## src/rtl/fma16_sched.sv

```systemverilog
// Round-robin issue scheduler sharing one combinational fma16 among NREQ requesters.
// Granted results travel a LAT-deep tagged pipeline and leave on a valid/ready port.
module fma16_sched #(
  parameter int NREQ = 4,
  parameter int LAT  = 2,
  localparam int IDW = $clog2(NREQ)
) (
  input  logic                 clk,
  input  logic                 reset,
  input  logic [NREQ-1:0]      req_valid,
  output logic [NREQ-1:0]      req_ready,
  input  logic [NREQ*54-1:0]   req_op,
  output logic [15:0]          fma_x,
  output logic [15:0]          fma_y,
  output logic [15:0]          fma_z,
  output logic                 fma_mul,
  output logic                 fma_add,
  output logic                 fma_negp,
  output logic                 fma_negz,
  output logic [1:0]           fma_roundmode,
  input  logic [15:0]          fma_result,
  input  logic [3:0]           fma_flags,
  output logic                 rsp_valid,
  input  logic                 rsp_ready,
  output logic [IDW-1:0]       rsp_id,
  output logic [15:0]          rsp_result,
  output logic [3:0]           rsp_flags,
  output logic [15:0]          issue_count,
  output logic [2:0]           inflight
);

  logic [LAT-1:0] r_valid;
  logic [IDW-1:0] r_id     [LAT];
  logic [15:0]    r_result [LAT];
  logic [3:0]     r_flags  [LAT];
  logic [IDW-1:0] r_ptr;
  logic [15:0]    r_issueCount;
  logic [2:0]     r_inflight;

  logic           w_adv;
  logic           w_found;
  logic           w_grant;
  logic [IDW-1:0] w_winner;
  logic [IDW-1:0] w_sel;
  logic [IDW-1:0] w_ptrNext;
  logic [53:0]    w_op;
  logic [LAT-1:0] w_validNext;
  logic [2:0]     w_popcount;

  assign w_adv = ~(r_valid[LAT-1] & ~rsp_ready);

  // Search ptr, ptr+1, ... with explicit wrap so non-power-of-two NREQ works.
  always_comb begin
    logic [IDW:0] sum;
    logic [IDW-1:0] idx;
    w_found  = 1'b0;
    w_winner = '0;
    sum      = '0;
    idx      = '0;
    for (int k = 0; k < NREQ; k++) begin
      sum = {1'b0, r_ptr} + (IDW+1)'(k);
      if (sum >= (IDW+1)'(NREQ)) sum = sum - (IDW+1)'(NREQ);
      idx = sum[IDW-1:0];
      if (!w_found && req_valid[idx]) begin
        w_found  = 1'b1;
        w_winner = idx;
      end
    end
  end

  assign w_grant   = w_found & w_adv & ~reset;
  assign req_ready = w_grant ? (NREQ'(1) << w_winner) : '0;

  always_comb begin
    logic [IDW:0] nxt;
    nxt = {1'b0, w_winner} + (IDW+1)'(1);
    if (nxt >= (IDW+1)'(NREQ)) nxt = '0;
    w_ptrNext = nxt[IDW-1:0];
  end

  // Idle cycles present requester 0's fields so the shared datapath never sees X.
  assign w_sel         = w_grant ? w_winner : '0;
  assign w_op          = req_op[54*w_sel +: 54];
  assign fma_x         = w_op[53:38];
  assign fma_y         = w_op[37:22];
  assign fma_z         = w_op[21:6];
  assign fma_mul       = w_op[5];
  assign fma_add       = w_op[4];
  assign fma_negp      = w_op[3];
  assign fma_negz      = w_op[2];
  assign fma_roundmode = w_op[1:0];

  always_comb begin
    w_validNext = r_valid;
    if (w_adv) begin
      w_validNext[0] = w_grant;
      for (int k = 1; k < LAT; k++) w_validNext[k] = r_valid[k-1];
    end
  end

  always_comb begin
    w_popcount = '0;
    for (int k = 0; k < LAT; k++) w_popcount = w_popcount + 3'(w_validNext[k]);
  end

  always_ff @(posedge clk) begin
    if (reset) begin
      r_valid      <= '0;
      r_ptr        <= '0;
      r_issueCount <= '0;
      r_inflight   <= '0;
      for (int k = 0; k < LAT; k++) begin
        r_id[k]     <= '0;
        r_result[k] <= '0;
        r_flags[k]  <= '0;
      end
    end else begin
      r_inflight <= w_popcount;
      if (w_adv) begin
        r_valid     <= w_validNext;
        r_id[0]     <= w_winner;
        r_result[0] <= fma_result;
        r_flags[0]  <= fma_flags;
        for (int k = 1; k < LAT; k++) begin
          r_id[k]     <= r_id[k-1];
          r_result[k] <= r_result[k-1];
          r_flags[k]  <= r_flags[k-1];
        end
        if (w_grant) begin
          r_ptr        <= w_ptrNext;
          r_issueCount <= r_issueCount + 16'd1;
        end
      end
    end
  end

  assign rsp_valid   = r_valid[LAT-1];
  assign rsp_id      = r_id[LAT-1];
  assign rsp_result  = r_result[LAT-1];
  assign rsp_flags   = r_flags[LAT-1];
  assign issue_count = r_issueCount;
  assign inflight    = r_inflight;

endmodule

```

## config.mk

```make
export PLATFORM = sky130hd
export DESIGN_NAME = fma16_sched
export DESIGN_NICKNAME = d
export VERILOG_FILES = /design/src/rtl/fma16_sched.sv
export SDC_FILE = /design/constraint.sdc
export NUM_CORES = 1
export LEC_CHECK = 0
export ABC_AREA = 0
export ABC_CLOCK_PERIOD_IN_PS = 3000
export BUFFER_PORTS_ARGS = -buffer_cell sky130_fd_sc_hd__buf_2
export CAP_MARGIN = 20
export CORE_AREA = 2 2 132 134
export CTS_CLUSTER_DIAMETER = 80
export CTS_CLUSTER_SIZE = 25
export DETAILED_ROUTE_END_ITERATION = 10
export DIE_AREA = 0 0 134 136
export GPL_TIMING_DRIVEN = 0
export PLACE_DENSITY_LB_ADDON = 0.12
export SLEW_MARGIN = 30
export SYNTH_ARGS = -nofsm -noshare
export SYNTH_HDL_FRONTEND = slang
export SYNTH_SLANG_ARGS = --single-unit
```

## constraint.sdc

```tcl
create_clock -name clk -period 3 [get_ports clk]
set_clock_uncertainty 0.1 [all_clocks]
set_input_delay 0.3 -clock clk [delete_from_list [all_inputs] [get_ports clk]]
set_output_delay 0.3 -clock clk [all_outputs]
set_load 0.005 [all_outputs]
```

# ---- Yosys cells after proc, flatten, opt, wreduce, memory -nomap -nowiden
# Memory sizes are Yosys's and may differ from the RTL's.
# Cells that the tools add are included.
dict set report totals {
  elab_cells 83
  reg_bits 23
  n_memories 3
  ram_bits 44
  inputBits 243
  output_inout_bits 100
}
dict set report classes {
  n_shift 2
  n_mul 1
  reduce_logical 7
  bitwise 12
  mux 35
  n_addsub 10
  n_lt_le_gt_ge 9
}
# memory words width rd rd_ports_with_merged_regs write_ports line
set memory_table {}
lappend memory_table {r_result 2 16 2 0 2 34} ;# logic [15:0] r_result [LAT];
lappend memory_table {r_flags 2 4 2 0 2 35} ;# logic [3:0] r_flags [LAT];
lappend memory_table {r_id 2 2 2 0 2 33} ;# logic [IDW-1:0] r_id [LAT];
# cell count
set op_table {}
lappend op_table {{$shiftx 216x9->54} 1}
lappend op_table {{$mux 16} 2}
lappend op_table {{$mux 2} 13}
lappend op_table {{$add 16x1->16 const B} 1}
lappend op_table {{$mux 1} 13}
lappend op_table {{$ge 3x3->1 const B} 4}
lappend op_table {{$lt 2x3->1 const B} 4}
lappend op_table {{$mux 4} 3}
lappend op_table {{$bmux 1 s2} 4}
lappend op_table {{$sub 2x1->2 const B} 4}
lappend op_table {{$mul 5x2->7 const A} 1}
lappend op_table {{$add 2x1->3 const B} 2}
lappend op_table {{$add 2x2->3 const B} 2}
lappend op_table {{$or 1x1->1} 6}
lappend op_table {{$shl 1x2->4 const A} 1}
lappend op_table {{$and 1x1->1} 3}
lappend op_table {{$ge 2x3->1 const B} 1}
lappend op_table {{$logic_and 1x1->1} 3}
lappend op_table {{$logic_not 1->1} 3}
lappend op_table {{$not 1->1} 3}
lappend op_table {{$add 1x1->2} 1}
lappend op_table {{$reduce_and 2->1} 1}

# ---- Longest topological paths before layout
dict set report logic_depth {
  depth_word 19
  mapped_depth 8
  ltp_nobuf 7
}

# ---- Worst setup path before layout
# OpenSTA, ideal clock, no wires.
dict set report synth_path {
  path_kind {flip-flop to flip-flop}
  from {register r_valid[1]}
  to {memory r_flags[0][0] (enable)}
  period_less_slack_ns 2.108
  setup_slack_ns 0.892
  t_required_ns 2.342
  setup_ns 0.558
  path_buffers 1
  stages_incl_launch_ff 4
  t_arrival_ns 1.450
  cell_sequence {dfxtp_1 > nor2b_1 > buf_2 > nand2_1}
}
# element line
set synth_lines {}
lappend synth_lines {{from (decl)} 32} ;# logic [LAT-1:0] r_valid;
lappend synth_lines {{from (signal assigned)} 120} ;# r_valid <= w_validNext;
lappend synth_lines {{to (decl)} 35}

# ---- Worst setup path in the final report
dict set report layout_path {
  from {register r_valid[1]}
  to {output port fma_z[2]}
}
dict set report layout_between {
  elab_chain_cells 7
}
# element line
set layout_lines {}
lappend layout_lines {{$and 1x1->1} 50} ;# assign w_adv = ~(r_valid[LAT-1] & ~rsp_ready);
lappend layout_lines {{$not 1->1 (no source line)} n/a}
lappend layout_lines {{$and 1x1->1 (2 in series)} 71} ;# assign w_grant = w_found & w_adv & ~reset;
lappend layout_lines {{$mux 2} 82} ;# assign w_sel = w_grant ? w_winner : '0;
lappend layout_lines {{$mul 5x2->7} 83} ;# assign w_op = req_op[54*w_sel +: 54];
lappend layout_lines {{$shiftx 216x9->54} 83}
lappend layout_lines {{to (decl)} 15} ;# output logic [15:0] fma_z,
# No other way between the ends.

==> results by stage <==
Drt:
- The total via count after detailed routing is 4499.
- Summed over all layers, the routed wires come to 18200 um.
- In the routed design, unresolved DRC markers number 0.
- The final antenna-violating net count is 0.
- Using the TritonRoute via totals, the vias-per-cell ratio works out to roughly 4.5.
- After detailed routing, the average wire length per cell comes to ~18 um.
- After the first detailed-routing iteration, the DRC count stood at 200.
- The pre-antenna-repair detailed-routing pass consisted of 4 iterations.

Floorplanning:
- For this configuration, the core starts out at a cell density of 0.276.
- The die height is around 140 um.
- The number of ports placed on the die boundary is 343.
- The die outline area is 18200 um2.
- In this run the horizontal extent of the chip is 134 um.
- The total area inside the core boundary comes to 16900 um2.
- In this run the core area contains 48 standard-cell rows.

Placement:
- In this run the tool buffered the top-level ports with 340 buffer cells.
- At the end of routability-driven placement, the weighted congestion stood at 0.913.
- Detailed placement ended at an HPWL of 15400 um.

Hold path:
- The tightest min-delay check is of the in2reg type.

Logic synthesis:
- Of the total synthesized cell area, the portion taken by XOR and XNOR cells is 0.0282.
- The post-synthesis sequential element count is 66.
- The Yosys step of the flow raised 0 warnings.
- The biggest area contributor in the post-synthesis netlist is sky130_fd_sc_hd__mux2i_1.
- The dominant combinational cell family by area after synthesis is multiplexers.
- The synthesized area divided by synthesized cell count is 11.0 um2.
- Counting every net in the synthesized netlist gives 672.
- After synthesis, the cell types taking the most area are sky130_fd_sc_hd__mux2i_1, sky130_fd_sc_hd__edfxtp_1, sky130_fd_sc_hd__dfxtp_1.
- The sequential area share after synthesis is 0.378.
- The post-synthesis instance total is between 400 and 500.
- The count of different cell masters after synthesis is 37.
- Of the total synthesized cell area, the portion taken by AND, OR, NAND and NOR gates is 0.140.
- The share of the synthesized area in the top cell type is 0.348.
- The adder-cell share of the synthesized area is 0.0161.
- The area fraction in compound gates after synthesis is 0.0140.
- The proportion of synthesized area in mux cells is 0.348.
- The area of the mapped netlist is 4660 um2.

Pwr:
- For this design the static power due to leakage is around 4.0 nW.
- Of the total power, the share spent switching nets is 0.292.
- Of the total power, combinational logic draws 0.346.
- The clock share of power is 0.331.
- The sequential power share is 0.323.
- Internal power comes to roughly 2.3 mW.
- IR analysis of the VDD net gives a maximum drop of 0.273 mV.
- In this run the power spent charging and discharging nets is 0.967 mW.
- Power spread over the standard cell area amounts to 473 nW/um2.
- The total power consumption of the routed design is ~3.3 mW.

Setup path:
- The endpoint class of the critical path is an output port.
- Of all nets on the critical path, the largest fanout is 10.
- Together, buffers and inverters on the worst path number 4.
- On the critical path, the stage with the largest delay is an instance of sky130_fd_sc_hd__dfxtp_1.
- The critical path goes through nor2b_1 -> buf_2 -> or2_2 -> nor2_4 -> buf_4 -> buf_4 -> mux2i_1 -> buf_2.
- The data arrival time of the worst path is around 2300 ps.
- The kind of start point of the critical path is a flop.
- The delay of the slowest cell on the worst path is 320 ps.
- For the worst setup path, the data required time is 2600 ps.
- Grouping stages by cell kind, the critical path spends the most delay in buffers and inverters.
- The critical path in this run is classified as reg2out.

Finish:
- In the layout the commonest cells are sky130_fd_sc_hd__buf_2, sky130_fd_sc_hd__mux2i_1, sky130_fd_sc_hd__and2_1.
- After the last flow step, the layout net total stands at about 1000.
- The register area is 1760 um2.
- The proportion of layout cells with a drive suffix above 1 is 0.524.
- The library cell used most frequently in the layout, excluding fill and tap cells, is sky130_fd_sc_hd__buf_2.
- Relative to the synthesized area, the layout overhead comes to 50.1%.
- The total area of multi-input combinational cells is ~2600 um2.
- The layout has 1725 filler cells.

Timing:
- Setup violations remaining at the end of the flow were counted as 0.
- Counting I/O delays and the setup requirement, the final critical path takes between 2000 and 3000 ps.
- The max-slew violation count is 0.
- The slew at the pin closest to its max-slew limit is 664 ps.
- The share of the clock period used by the worst path after layout is 0.913.
- Static timing analysis puts the maximum clock frequency at 365 MHz.
- The count of endpoints failing hold in the final timing report came to 0.
- Setup repair after global routing left no endpoint under its margin.
- For the final routed database, the setup TNS stands at 0 ps.
- The worst slew margin relative to its limit is 0.554.

Clock tree:
- For this design, the sink count on the clock tree is 66.
- The clock passes through at most 2 buffers.
- Buffers inserted during clock tree synthesis total 9.
- Post-CTS repair changed the size of 0 cells.
- The clock root buffer is sky130_fd_sc_hd__clkbuf_16.
- The later-pin clock latency in the skew report is around 330 ps.
- The post-CTS repair timing setup buffer count is 0.
- After clock tree synthesis, the flow added hold-fix buffers numbering 0.
- The number of levels the H-tree was split into is 3.
- The CTS tree is done.
- The clock-pin transition on the worst setup and hold timing paths is 60 ps.

Global routing:
- The total congestion overflow after global routing is 0.
- For this run, the total global-route usage over all layers was measured as 0.189.
- The maximum number of pins on one net before global-route repair is 45.
- The initial antenna violation count was 5.
- The number of global-route vias before repair is 4508.
- The global-route wire length before repair is between 20000 and 30000 um.

Job:
- The tool flagged a number of max-cap violations equal to 0.

Run status:
- The flow ran to the end, and the final reports show no timing, DRC or antenna violations.
Yosys cell counts:
cell type and n:
sky130_fd_sc_hd__xor2_1 13, sky130_fd_sc_hd__nor3_1 3, sky130_fd_sc_hd__conb_1 1, sky130_fd_sc_hd__buf_2 8, sky130_fd_sc_hd__o22a_1 1, sky130_fd_sc_hd__a21oi_1 2
sky130_fd_sc_hd__and2b_1 1, sky130_fd_sc_hd__o21ai_0 2, sky130_fd_sc_hd__nor4_4 1, sky130_fd_sc_hd__buf_1 1, sky130_fd_sc_hd__o21ai_1 1, sky130_fd_sc_hd__nor2_4 1
sky130_fd_sc_hd__and4_1 3, sky130_fd_sc_hd__dfxtp_1 22, sky130_fd_sc_hd__and2_1 46, sky130_fd_sc_hd__nand2_1 8, sky130_fd_sc_hd__and3_1 2, sky130_fd_sc_hd__inv_1 3
sky130_fd_sc_hd__a21boi_1 1, sky130_fd_sc_hd__nor2b_1 7, sky130_fd_sc_hd__xnor2_1 2, sky130_fd_sc_hd__nand2b_1 1, sky130_fd_sc_hd__nor3b_2 1, sky130_fd_sc_hd__clkbuf_1 7
sky130_fd_sc_hd__buf_6 2, sky130_fd_sc_hd__ha_1 6, sky130_fd_sc_hd__mux2i_1 162, sky130_fd_sc_hd__edfxtp_1 44, sky130_fd_sc_hd__nor2_1 21, sky130_fd_sc_hd__buf_4 32
sky130_fd_sc_hd__or2_2 2, sky130_fd_sc_hd__nor4_2 2, sky130_fd_sc_hd__nand3_1 7, sky130_fd_sc_hd__o32ai_2 1, sky130_fd_sc_hd__inv_2 1, sky130_fd_sc_hd__a21o_1 1
sky130_fd_sc_hd__nand4_1 4
kinds of logic after synthesis:
| family | Yosys count |
|---|---|
| multiplexers | 162 |
| AND/OR/NAND/NOR | 110 |
| flip-flops | 66 |
| buffers and inverters | 54 |
| XOR/XNOR | 15 |
| AO/OA/AOI/OAI | 9 |
| adder cells (fa/ha/maj) | 6 |
| other | 1 |
per-layer routing:
layer / part of all wire / vias to the layer above / GRT usage / routed length (um)
met5: 0 / - / 0 / 0
met3: 0.051 / 21 / 0.0362 / 932
li1: - / 2193 / - / -
met2: 0.53 / 174 / 0.342 / 9700
met1: 0.40 / 2111 / 0.229 / 7240
met4: 0.018 / 0 / 0.0520 / 321
through the flow:
stage / instance area (um2) / hold slack, ps / worst slack (ps) / cells / utilization
finish: 6990 / 144 / 260 / 1009 / 0.414
global route: 6990 / 141 / 95.3 / 1007 / 0.414
CTS: 6970 / 131 / 13.5 / 1004 / 0.413
detailed placement: 6650 / 398 / 376 / 988 / 0.394
global placement: 6640 / 393 / 280 / 988 / 0.393
floorplan: 4660 / 370 / 892 / 423 / -
final timing paths:
path                         from               to  slack [ps]  cells after the start
setup reg to reg       r_valid[1]      inflight[0]         910                      7
setup / recovery       r_valid[1]         fma_z[2]         260                      8
hold reg to reg   r_result[0][11]  r_result[0][27]         410                      1
hold / removal      fma_result[4]   r_result[0][4]         140                      2
flip-flops by register name, summed over array words and instances (netlist names):
register	cells
r_result	32
issue_count	16
r_flags	8
r_ptr	2
r_valid	2
r_id	4
inflight	2
final cells by class:
class                           count  share of cell area
Multi-Input combinational cell    303               0.365
Sequential cell                    66               0.252
Timing Repair Buffer              342               0.246
Buffer                             50              0.0476
Clock buffer                       14              0.0439
Tap cell                          225              0.0403
Inverter                            4             0.00215
Clock inverter                      2             0.00197
Antenna cell                        3             0.00107
power by group through the flow:
stage          clock (mW)  sequential, mW  combinational [mW]
2_1_floorplan           0            1.08               0.652
3_3_place_gp            0            1.09                1.14
3_5_place_dp            0            1.09                1.15
4_1_cts              1.12            1.07                1.16
5_1_grt              1.14            1.08                1.25
6_report             1.09            1.07                1.14
Power figures use the tool's default switching activity.
